File: src/rtl/approx_adder_1_if.sv
// Operand/result bus of the registered lower-part-OR approximate adder.
// Monitor signals exist only when APPROX_ADDER_ERROR_MON_EN is defined.
interface approx_adder_1_if #(
  parameter int WIDTH = 16
);
  logic             in_valid;
  logic [WIDTH-1:0] a;
  logic [WIDTH-1:0] b;
  logic             out_valid;
  logic [WIDTH:0]   s;
`ifdef APPROX_ADDER_ERROR_MON_EN
  logic [WIDTH:0]   exact_sum;
  logic             err;
  logic [WIDTH:0]   err_mag;
  logic [31:0]      err_count;

  modport master (output in_valid, a, b,
                  input  out_valid, s, exact_sum, err, err_mag, err_count);
  modport slave  (input  in_valid, a, b,
                  output out_valid, s, exact_sum, err, err_mag, err_count);
`else
  modport master (output in_valid, a, b, input  out_valid, s);
  modport slave  (input  in_valid, a, b, output out_valid, s);
`endif
endinterface

File: src/rtl/approx_adder_1.sv
// Registered LOA approximate adder: low APPROX_BITS bits are a|b, upper part exact.
// Optional error monitor (exact sum, error flag/magnitude/count): APPROX_ADDER_ERROR_MON_EN.
module approx_adder_1 #(
  parameter int WIDTH       = 16,
  parameter int APPROX_BITS = 4
) (
  input  logic             clk,
  input  logic             rst,
  approx_adder_1_if.slave  bus
);
  localparam int K  = APPROX_BITS;
  localparam int HW = WIDTH - K + 1;

  logic [WIDTH:0] s_comb;
  logic [WIDTH:0] s_d, s_q;
  logic           out_valid_q;

  generate
    if (K == 0) begin : g_exact
      assign s_comb = {1'b0, bus.a} + {1'b0, bus.b};
    end else if (K == WIDTH) begin : g_all_approx
      assign s_comb = {bus.a[WIDTH-1] & bus.b[WIDTH-1], bus.a | bus.b};
    end else begin : g_loa
      logic          carry;
      logic [HW-1:0] upper;
      // The only carry into the exact section is guessed from the top approximated bit pair.
      assign carry  = bus.a[K-1] & bus.b[K-1];
      assign upper  = {1'b0, bus.a[WIDTH-1:K]} + {1'b0, bus.b[WIDTH-1:K]}
                    + {{(HW-1){1'b0}}, carry};
      assign s_comb = {upper, bus.a[K-1:0] | bus.b[K-1:0]};
    end
  endgenerate

  // NOTE: always_comb assigns every output on every path, so no latch can be inferred.
  always_comb begin
    s_d = s_q;
    if (bus.in_valid) s_d = s_comb;
  end

  // NOTE: sequential state uses non-blocking assignments so all registers sample together.
  always_ff @(posedge clk or posedge rst) begin
    if (rst) begin
      out_valid_q <= 1'b0;
      s_q         <= '0;
    end else begin
      out_valid_q <= bus.in_valid;
      s_q         <= s_d;
    end
  end

  assign bus.out_valid = out_valid_q;
  assign bus.s         = s_q;

`ifdef APPROX_ADDER_ERROR_MON_EN
  logic [WIDTH:0] exact_comb;
  logic [WIDTH:0] exact_d, exact_q;
  logic [31:0]    err_count_d, err_count_q;

  assign exact_comb = {1'b0, bus.a} + {1'b0, bus.b};

  always_comb begin
    exact_d     = exact_q;
    err_count_d = err_count_q;
    if (bus.in_valid) begin
      exact_d = exact_comb;
      if (exact_comb != s_comb && err_count_q != 32'hFFFF_FFFF)
        err_count_d = err_count_q + 32'd1;
    end
  end

  always_ff @(posedge clk or posedge rst) begin
    if (rst) begin
      exact_q     <= '0;
      err_count_q <= '0;
    end else begin
      exact_q     <= exact_d;
      err_count_q <= err_count_d;
    end
  end

  // Flag and magnitude derive from the two registered sums, so they follow the same update rule.
  assign bus.exact_sum = exact_q;
  assign bus.err       = (exact_q != s_q);
  assign bus.err_mag   = (exact_q > s_q) ? (exact_q - s_q) : (s_q - exact_q);
  assign bus.err_count = err_count_q;
`endif
endmodule

File: src/flat_wrapper.sv
// flat-port wrapper written by rule: the top's interface ports become plain ports
module approx_adder_1_flat 
#(
  parameter int WIDTH       = 16,
  parameter int APPROX_BITS = 4
)
  (clk, rst, bus_in_valid, bus_a, bus_b, bus_out_valid, bus_s);
  approx_adder_1_if #(.WIDTH(WIDTH)) bus_i ();
  input  logic clk;
  input  logic rst;
  input wire logic [$bits(bus_i.in_valid)-1:0] bus_in_valid;
  input wire logic [$bits(bus_i.a)-1:0] bus_a;
  input wire logic [$bits(bus_i.b)-1:0] bus_b;
  output wire logic [$bits(bus_i.out_valid)-1:0] bus_out_valid;
  output wire logic [$bits(bus_i.s)-1:0] bus_s;
  assign bus_i.in_valid = bus_in_valid;
  assign bus_i.a = bus_a;
  assign bus_i.b = bus_b;
  assign bus_out_valid = bus_i.out_valid;
  assign bus_s = bus_i.s;
  approx_adder_1 #(.WIDTH(WIDTH), .APPROX_BITS(APPROX_BITS)) u_core (.clk(clk), .rst(rst), .bus(bus_i));
endmodule
File: config.mk
export PLATFORM = sky130hd
export DESIGN_NAME = approx_adder_1_flat
export DESIGN_NICKNAME = d
export VERILOG_FILES = /design/src/rtl/approx_adder_1_if.sv /design/src/rtl/approx_adder_1.sv /design/src/flat_wrapper.sv
export SDC_FILE = /design/constraint.sdc
export NUM_CORES = 1
export LEC_CHECK = 0
export BUFFER_PORTS_ARGS = -buffer_cell sky130_fd_sc_hd__buf_4
export CORE_MARGIN = 2
export CORE_UTILIZATION = 35
export CTS_CLUSTER_DIAMETER = 100
export CTS_CLUSTER_SIZE = 16
export DETAILED_ROUTE_END_ITERATION = 6
export HOLD_SLACK_MARGIN = 0.05
export SLEW_MARGIN = 20
export SYNTH_ARGS = -nofsm -noshare
export SYNTH_HDL_FRONTEND = slang
export SYNTH_SLANG_ARGS = --single-unit
export TNS_END_PERCENT = 1
File: constraint.sdc
create_clock -name clk -period 1.2 [get_ports clk]
set_input_delay 0.06 -clock clk [delete_from_list [all_inputs] [get_ports clk]]
set_output_delay 0.06 -clock clk [all_outputs]
set_load 0.02 [all_outputs]
==> impl_metrics.ini, run 1 <==
[setup_path]
cp_slowest_cell = or3b_1
arrival_ns = 1.72
cp-start-kind = input pin
cp_max_fo = 4
path_cells = buf_8 -> nand2_8 -> fa_2 -> inv_2 -> fa_2 -> a211oi_2 -> o21ai_1 -> o2111ai_2 -> a21oi_1 -> or3b_1
cp-end-kind = flip-flop
required_ns = 1.40
crit_type = input pin to flip-flop
cp_slowest_stage_delay_ns = 0.36
cpMostUsedCell = fa_2

[sta]
slew_headroom_pct = 80.77
setup_viol = 9
period_needed_ns = 1.528
skew_ns = 0
final_hold_viol_count = 0
final_max_slew_viol_count = 0
fin_ws_ns = -0.3276
fin_setup_tns_ns = -1.933
rsz0062_at_grt = yes
worstMarginPinSlew_ns = 0.2885
whs_ns = 0.04030
post-route-period-util_pct = 127.3
fmax_ghz = 0.6546

[synthesis]
yosysWarnings = 0
netlist_instances = 134
synth_edf_count = 0
yosysSeqAreaShare_pct = 35.75
syn_avg_cell_area_sq_um = 9.403
synthFlopType = dfrtp_1
synth_nets = 182
syn_area_sq_um = 1260
synth-async-reset-ratio_pct = 100.0
synth.distinct_cells = 38
ys_ff_latch = 18

[finish]
diodes = 0
drive_gt1_share_pct = 50.00
area_growth_pct = 68.82
layout.nets = 275

[floorplan]
ios = 53
std_cell_rows = 21
die_w_um = 64
start_util_pct = 37.17
core_sq_um = 3390
fp.dieH_um = 64
die_area_sq_um = 4096

[clock_network]
clock_path_buffers = 2
worstSkewPairLatency_ns = 0.30
cts_tree = built
numCtsBuffers = 3
root_buffer = clkbuf_4
clkTransAtPathRegs_ns = 0.11
numClockSinks = 18
cts_max_level = 1

[route]
ant_nets = 0
drc = 0
num_vias = 1336
wl_per_cell_um = 12.45
wirelength_um = 3386
dr.pass1.iters = 4
drt_iter0_markers = 24
vias_per_cell = 4.912

[grt]
grt_util_all_layers_pct = 17.49
grt_overflow = 0
grt_pass1_wl_um = 5706
grt_pass1_vias = 1319
antenna_found_initial = 0
grt_max_degree = 29

[pwr]
p_leak_nw = 1.006
peakVddDrop_uv = 558.2
power_density_nw_per_um2 = 1022

[place]
dp_worst_setup_slack_ns = -0.7249
port_buffers = 52
hpwlAfterDp_um = 2634
gp_congestion = 0.8173

[run_status]
violations = setup timing
status = finished, violations left

[run]
max-cap-violations = 0

[hold_path]
holdCritPathClass = input pin to flip-flop
## Yosys cell counts, types with 3 or more instances
library cell	n	area (sq um)
mux2_2	6	67.56
ha_1	11	137.6
nor2b_1	4	25.02
xnor2_1	5	43.79
nand4_1	4	25.02
nand3_1	5	25.02
a21oi_1	15	75.07
inv_1	6	22.52
o21ai_0	4	20.02
dfrtp_1	18	450.4
nand2_1	8	30.03
nor2_1	15	56.30
clkbuf_1	3	11.26
## sequential cells by signal, indices dropped and copies added (netlist names)
name,cells
u_core.bus.s,17
u_core.bus.out_valid,1
## metal layers
metal,vias to the layer above,part of all wire (%),GRT usage (%),routed length [um]
met5,-,0,0,0
met4,0,1.2,5.435,41
met3,4,5.6,3.345,189
met2,43,51,30.99,1727
met1,619,42,21.19,1428
li1,670,-,-,-
## per-stage QoR
step	std cells	utilization (%)	power (mW)	cell area, sq um
2_1_floorplan	134	-	1.284	1292
3_3_place_gp	259	57.77	1.731	1958
3_5_place_dp	259	57.77	1.748	1958
4_1_cts	272	62.46	2.190	2117
5_1_grt	272	62.75	2.322	2127
6_report	272	62.75	2.174	2127
## critical path, delay by kind of cell
family | cells | cell delay, ns
buf+inv | 2 | 0.15
compound gates | 4 | 0.56
simple gates | 2 | 0.41
fa+ha+maj | 2 | 0.55
## logic make-up after synthesis
group | Yosys count | share of synthesized area (%)
buffers and inverters | 10 | 2.979
AO/OA/AOI/OAI | 36 | 19.36
AND/OR/NAND/NOR | 45 | 18.27
flip-flops | 18 | 35.75
XOR/XNOR | 6 | 4.171
adder cells (fa/ha/maj) | 13 | 14.10
multiplexers | 6 | 5.362
## cells in the final DEF, fill, tap and decap left out, types with 2 or more instances in the layout
cell	netlist	routed
o21ai_0	4	4
dfrtp_1	18	18
a21o_2	2	2
buf_4	0	81
xnor2_1	5	5
clkbuf_4	0	3
a211oi_2	1	2
inv_2	0	3
o21ai_1	2	2
nand2_1	8	6
dlygate4sd3_1	0	7
nand3_1	5	5
mux2_2	6	6
nor2b_1	4	4
nand4_1	4	4
a21oi_1	15	12
buf_6	0	2
fa_2	0	2
or2_1	2	2
nor2_1	15	15
a21oi_2	0	3
buf_8	0	2
o2111ai_2	1	2
inv_1	6	3
ha_1	11	11
## final cells by class
class / instances / area, sq um
clock buffer: 4 / 36.28
fill: 298 / 1262
inverter: 6 / 22.52
multi-input combinational: 106 / 829.5
sequential: 18 / 450.4
tap: 46 / 57.56
timing repair buffer: 92 / 730.7
## worst paths after layout
check	startpoint	endpoint	slack, ns	cells past startpoint
max in group asynchronous	rst	u_core.bus.s[10]	0.73	4
min	bus_a[1]	u_core.bus.s[1]	0.04	3
min in group asynchronous	rst	u_core.bus.s[12]	0.31	4
max	bus_b[3]	u_core.bus.s[12]	-0.33	10
max reg2reg	u_core.bus.s[12]	u_core.bus.s[12]	0.21	2
min reg2reg	u_core.bus.s[5]	u_core.bus.s[5]	0.52	1
## repair_timing
item | in CTS | in global routing
buffers inserted | 2 | 0
pin swaps | 14 | 4
hold buffers | 7 | 0
endpoints found under the setup margin | 10 | 9
endpoints found under the hold margin | 22 | 0
resized for setup | 12 | 2
## power breakdown
group	leakage [nW]	internal [mW]	switching, mW	total (mW)
sequential	0.204	0.711	0.0547	0.765
combinational	0.780	0.543	0.473	1.02
clock	0.0210	0.185	0.207	0.392
Note: power is estimated with default switching activity, not from simulation.
==> run 2: changes to the inputs <==
--- a/config.mk
+++ b/config.mk
@@ -7,7 +7,7 @@
 export LEC_CHECK = 0
 export BUFFER_PORTS_ARGS = -buffer_cell sky130_fd_sc_hd__buf_4
 export CORE_MARGIN = 2
-export CORE_UTILIZATION = 35
+export CORE_UTILIZATION = 30
 export CTS_CLUSTER_DIAMETER = 100
 export CTS_CLUSTER_SIZE = 16
 export DETAILED_ROUTE_END_ITERATION = 6
==> impl_metrics.ini, run 2 (same netlist as run 1, synthesis figures left out) <==
[finish]
largest_reg_flops = 17
final_common_cell = buf_4
utilization_pct = 52.14
area_growth_pct = 66.73
diodes = 0
nFillCells = 368
drive_gt1_share_pct = 52.53
layout.nets = 266
final_cell_mix = buf_4 (78), dfrtp_1 (18), nor2_1 (15)

[route]
drc = 0
drt_iter0_markers = 59
wl_per_cell_um = 13.27
dr.pass1.iters = 4
num_vias = 1303
vias_per_cell = 4.880
ant_nets = 0
wirelength_um = 3542

[floorplan]
fp.dieH_um = 68.81
std_cell_rows = 23
start_util_pct = 31.27
die_w_um = 68.81
ios = 53
die_area_sq_um = 4734
core_sq_um = 4029

[sta]
rsz0062_at_grt = yes
final_hold_viol_count = 0
period_needed_ns = 1.548
worstMarginPinSlew_ns = 0.2960
fin_setup_tns_ns = -2.503
post-route-period-util_pct = 129.0
skew_ns = 0
fmax_ghz = 0.6459
fin_ws_ns = -0.3483
final_max_slew_viol_count = 0
slew_headroom_pct = 80.23
setup_viol = 9

[pwr]
power_density_nw_per_um2 = 1099
clock_power_share_pct = 22.2
internal_power_mw = 1.538
p_sw_share_pct = 33.42
p_leak_nw = 0.9807
power_frac_seq_pct = 33.4
switching_power_mw = 0.7719
peakVddDrop_uv = 529.8
power_frac_comb_pct = 44.4

[grt]
grt_util_all_layers_pct = 15.66
grt_pass1_wl_um = 5533
grt_max_degree = 27
antenna_found_initial = 0
grt_overflow = 0
grt_pass1_vias = 1252

[clock_network]
clock_path_buffers = 2
numClockSinks = 18
cts_tree = built
root_buffer = clkbuf_8
cts_max_level = 1
clkTransAtPathRegs_ns = 0.07
numCtsBuffers = 3
worstSkewPairLatency_ns = 0.25

[run]
max-cap-violations = 0

[setup_path]
required_ns = 1.34
cp_slowest_stage_delay_ns = 0.36
crit_cells = 10
cp_slowest_cell = or3b_1
cp_max_fo = 4
critPathBufInv = 2
cpMostUsedCell = fa_2
path_cells = buf_8 -> nand2_8 -> fa_2 -> inv_2 -> fa_2 -> a211oi_2 -> o21ai_2 -> o2111ai_4 -> a21oi_2 -> or3b_1
worstRegToRegCells = 2
crit_type = input pin to flip-flop
cp-end-kind = flip-flop
critPathTopFamily = adder cells
arrival_ns = 1.68
cp-start-kind = input pin

[hold_path]
hold_path_depth = 3
holdCritPathClass = input pin to flip-flop

[run_status]
status = finished, violations left
violations = setup timing

[place]
port_buffers = 52
gp_congestion = 0.7884
hpwlAfterDp_um = 2668
[run 2: final timing paths]
| check | start | end | slack [ns] |
|---|---|---|---|
| max reg2reg | u_core.bus.s[12] | u_core.bus.s[12] | 0.17 |
| min in group asynchronous | rst | u_core.bus.s[2] | 0.38 |
| max | bus_b[3] | u_core.bus.s[12] | -0.35 |
| min | bus_a[2] | u_core.bus.s[2] | 0.08 |
| max in group asynchronous | rst | u_core.bus.s[10] | 0.63 |
| min reg2reg | u_core.bus.s[10] | u_core.bus.s[10] | 0.51 |
[run 2: worst reg2reg max path: stages (launching register included)]
cell and delay, ns:
dfrtp_1 0.42, nor2b_1 0.15, or3b_1 0.35
[run 2: power by group through the flow]
stage | registers (mW) | logic [mW] | clock network [mW]
finish | 0.771 | 1.03 | 0.512
global route | 0.784 | 1.12 | 0.561
CTS | 0.772 | 1.00 | 0.532
detailed placement | 0.782 | 0.965 | 0
global placement | 0.780 | 0.946 | 0
floorplan | 0.906 | 0.378 | 0
[run 2: per-stage QoR]
| stage | instance area (sq um) | power (mW) | std cells | setup WS [ns] | hold WS, ns |
|---|---|---|---|---|---|
| 5_1_grt | 2101 | 2.466 | 267 | -0.4436 | 0.08518 |
| 2_1_floorplan | 1292 | 1.284 | 134 | -0.4952 | -0.001430 |
| 4_1_cts | 2061 | 2.305 | 267 | -0.4462 | 0.08142 |
| 3_5_place_dp | 1941 | 1.748 | 260 | -0.7242 | 0.1066 |
| 6_report | 2101 | 2.309 | 267 | -0.3483 | 0.07760 |
| 3_3_place_gp | 1941 | 1.726 | 260 | -0.6734 | 0.1025 |
[run 2: layout make-up]
type | instances | area (sq um) | area share (%)
clock buffers | 4 | 55.05 | 2.621
inverters | 6 | 22.52 | 1.072
multi-input cells | 106 | 862.1 | 41.04
flip-flops and latches | 18 | 450.4 | 21.44
well taps | 50 | 62.56 | 2.978
repair buffers | 83 | 648.1 | 30.85
[run 2: metal layers]
layer	vias up	GRT usage (%)	share of wire [%]
met2	34	29.21	54
met1	616	17.99	39
met4	0	4.412	0.76
li1	651	-	-
met3	2	3.084	6.3
met5	-	0	0
[run 2: timing repair]
action	4_1_cts	5_1_grt
resized for setup	13	8
endpoints found under the setup margin	10	10
hold buffers	1	0
hold endpoints to repair	18	0
pin swaps	15	5
buffers inserted	2	0
==> run 3: changes to the inputs <==
--- a/config.mk
+++ b/config.mk
@@ -12,6 +12,7 @@
 export CTS_CLUSTER_SIZE = 16
 export DETAILED_ROUTE_END_ITERATION = 6
 export HOLD_SLACK_MARGIN = 0.05
+export SKIP_LAST_GASP = 1
 export SLEW_MARGIN = 20
 export SYNTH_ARGS = -nofsm -noshare
 export SYNTH_HDL_FRONTEND = slang
==> impl_metrics.ini, run 3 (same netlist as run 1, synthesis figures left out) <==
[clock_network]
numClockSinks = 18
cts_max_level = 1
root_buffer = clkbuf_8
numCtsBuffers = 3
clkTransAtPathRegs_ns = 0.07
clock_path_buffers = 2
worstSkewPairLatency_ns = 0.25
cts_tree = built

[place]
dp_worst_setup_slack_ns = -0.7242
hpwlAfterDp_um = 2668
gp_congestion = 0.7884
port_buffers = 52
place_area_sq_um = 1941

[sta]
fin_ws_ns = -0.3544
skew_ns = 0
worstMarginPinSlew_ns = 0.2872
slew_headroom_pct = 80.82
final_max_slew_viol_count = 0
period_needed_ns = 1.554
post-route-period-util_pct = 129.5
fin_setup_tns_ns = -2.622
final_hold_viol_count = 0
fmax_ghz = 0.6433
setup_viol = 9
rsz0062_at_grt = yes
whs_ns = 0.07398

[grt]
grt_use_met3_pct = 3.084
grt_overflow = 0
gr-usage-met2_pct = 28.25
grt_max_degree = 27
grt_pass1_wl_um = 5402
grt_pass1_vias = 1239
grt_util_all_layers_pct = 15.25
antenna_found_initial = 0
grt_busiest_layer = met2
use_met1_pct = 17.59

[finish]
drive_gt1_share_pct = 50.69
final_cell_mix = buf_4 (78), dfrtp_1 (18), nor2_1 (15)
largest_reg_flops = 17
finish.instance_area_sq_um = 2071
layout.nets = 266
diodes = 0
utilization_pct = 51.40
area_growth_pct = 64.35
final_common_cell = buf_4

[floorplan]
core_sq_um = 4029
start_util_pct = 31.27
std_cell_rows = 23
fp.dieH_um = 68.81
die_w_um = 68.81
ios = 53
die_area_sq_um = 4734

[pwr]
internal_power_mw = 1.523
power_frac_seq_pct = 33.7
power_density_nw_per_um2 = 1104
peakVddDrop_uv = 525.8
p_leak_nw = 0.9689
clock_power_share_pct = 22.6
p_sw_share_pct = 33.36
power_frac_comb_pct = 43.8
switching_power_mw = 0.7627

[run_status]
violations = setup timing
status = finished, violations left

[route]
wl_per_cell_um = 13.06
drt_iter0_markers = 72
drc = 0
wirelength_um = 3486
vias_per_cell = 4.839
dr.pass1.iters = 4
num_vias = 1292
ant_nets = 0

[setup_path]
crit_type = input pin to flip-flop
path_cells = buf_6 -> inv_2 -> fa_2 -> inv_2 -> fa_2 -> a211oi_2 -> o21ai_2 -> o2111ai_4 -> buf_4 -> o32a_1 -> nand3_1
cp_max_fo = 4
cp-end-kind = flip-flop
required_ns = 1.40
arrival_ns = 1.75
rrSetupSlack_ns = 0.19
cp_slowest_cell = fa_2
cp-start-kind = input pin
cp_slowest_stage_delay_ns = 0.39

[hold_path]
holdCritPathClass = input pin to flip-flop

[run]
max-cap-violations = 0
==> run 3: area by class of cell <==
cell class / count / area [sq um]
fillers: 372 / 1958
multi-input cells: 106 / 832.0
repair buffers: 83 / 648.1
flip-flops and latches: 18 / 450.4
well taps: 50 / 62.56
clock buffers: 4 / 55.05
inverters: 6 / 22.52
==> run 3: path summary, 6_finish.rpt <==
kind,end,cells past startpoint,from
worst min-delay path,u_core.bus.s[2],3,bus_a[2]
worst min register to register,u_core.bus.s[10],1,u_core.bus.s[10]
worst max-delay path,u_core.bus.s[14],11,bus_b[4]
max in group asynchronous,u_core.bus.s[7],4,rst
min in group asynchronous,u_core.bus.s[2],4,rst
worst max register to register,u_core.bus.s[12],2,u_core.bus.s[12]
==> run 3: power by group through the flow <==
stage,clock [mW],sequential [mW],combinational [mW]
after floorplan,0,0.906,0.378
after global placement,0,0.780,0.946
after detailed placement,0,0.782,0.965
after CTS,0.532,0.772,0.989
after global routing,0.561,0.783,1.09
final,0.516,0.769,1.00
==> run 3: per-layer routing <==
metal | part of all wire [%] | routed length, um | up-vias
li1 | - | - | 648
met4 | 1.1 | 39 | 0
met3 | 6.3 | 221 | 4
met2 | 53 | 1854 | 39
met1 | 39 | 1371 | 601
met5 | 0 | 0 | -
==> run 3: critical path: cells and delay by family <==
kind / cells / cell delay (ns)
AOI/OAI and AO/OA: 4 / 0.69
adders and majority gates: 2 / 0.60
buffers and inverters: 4 / 0.34
and+or+nand+nor: 1 / 0.08
==> run 3: through the flow <==
| stage | power (mW) | std cells |
|---|---|---|
| after floorplan | 1.284 | 134 |
| after global routing | 2.439 | 267 |
| after detailed placement | 1.748 | 260 |
| after CTS | 2.293 | 267 |
| after global placement | 1.726 | 260 |
| final | 2.286 | 267 |
==> run 3: repair_timing <==
action,in CTS,in global routing
hold buffers,1,0
pin swaps,11,3
buffers inserted,2,0
endpoints found under the hold margin,18,0
resized for setup,9,5
setup endpoints to repair,10,10
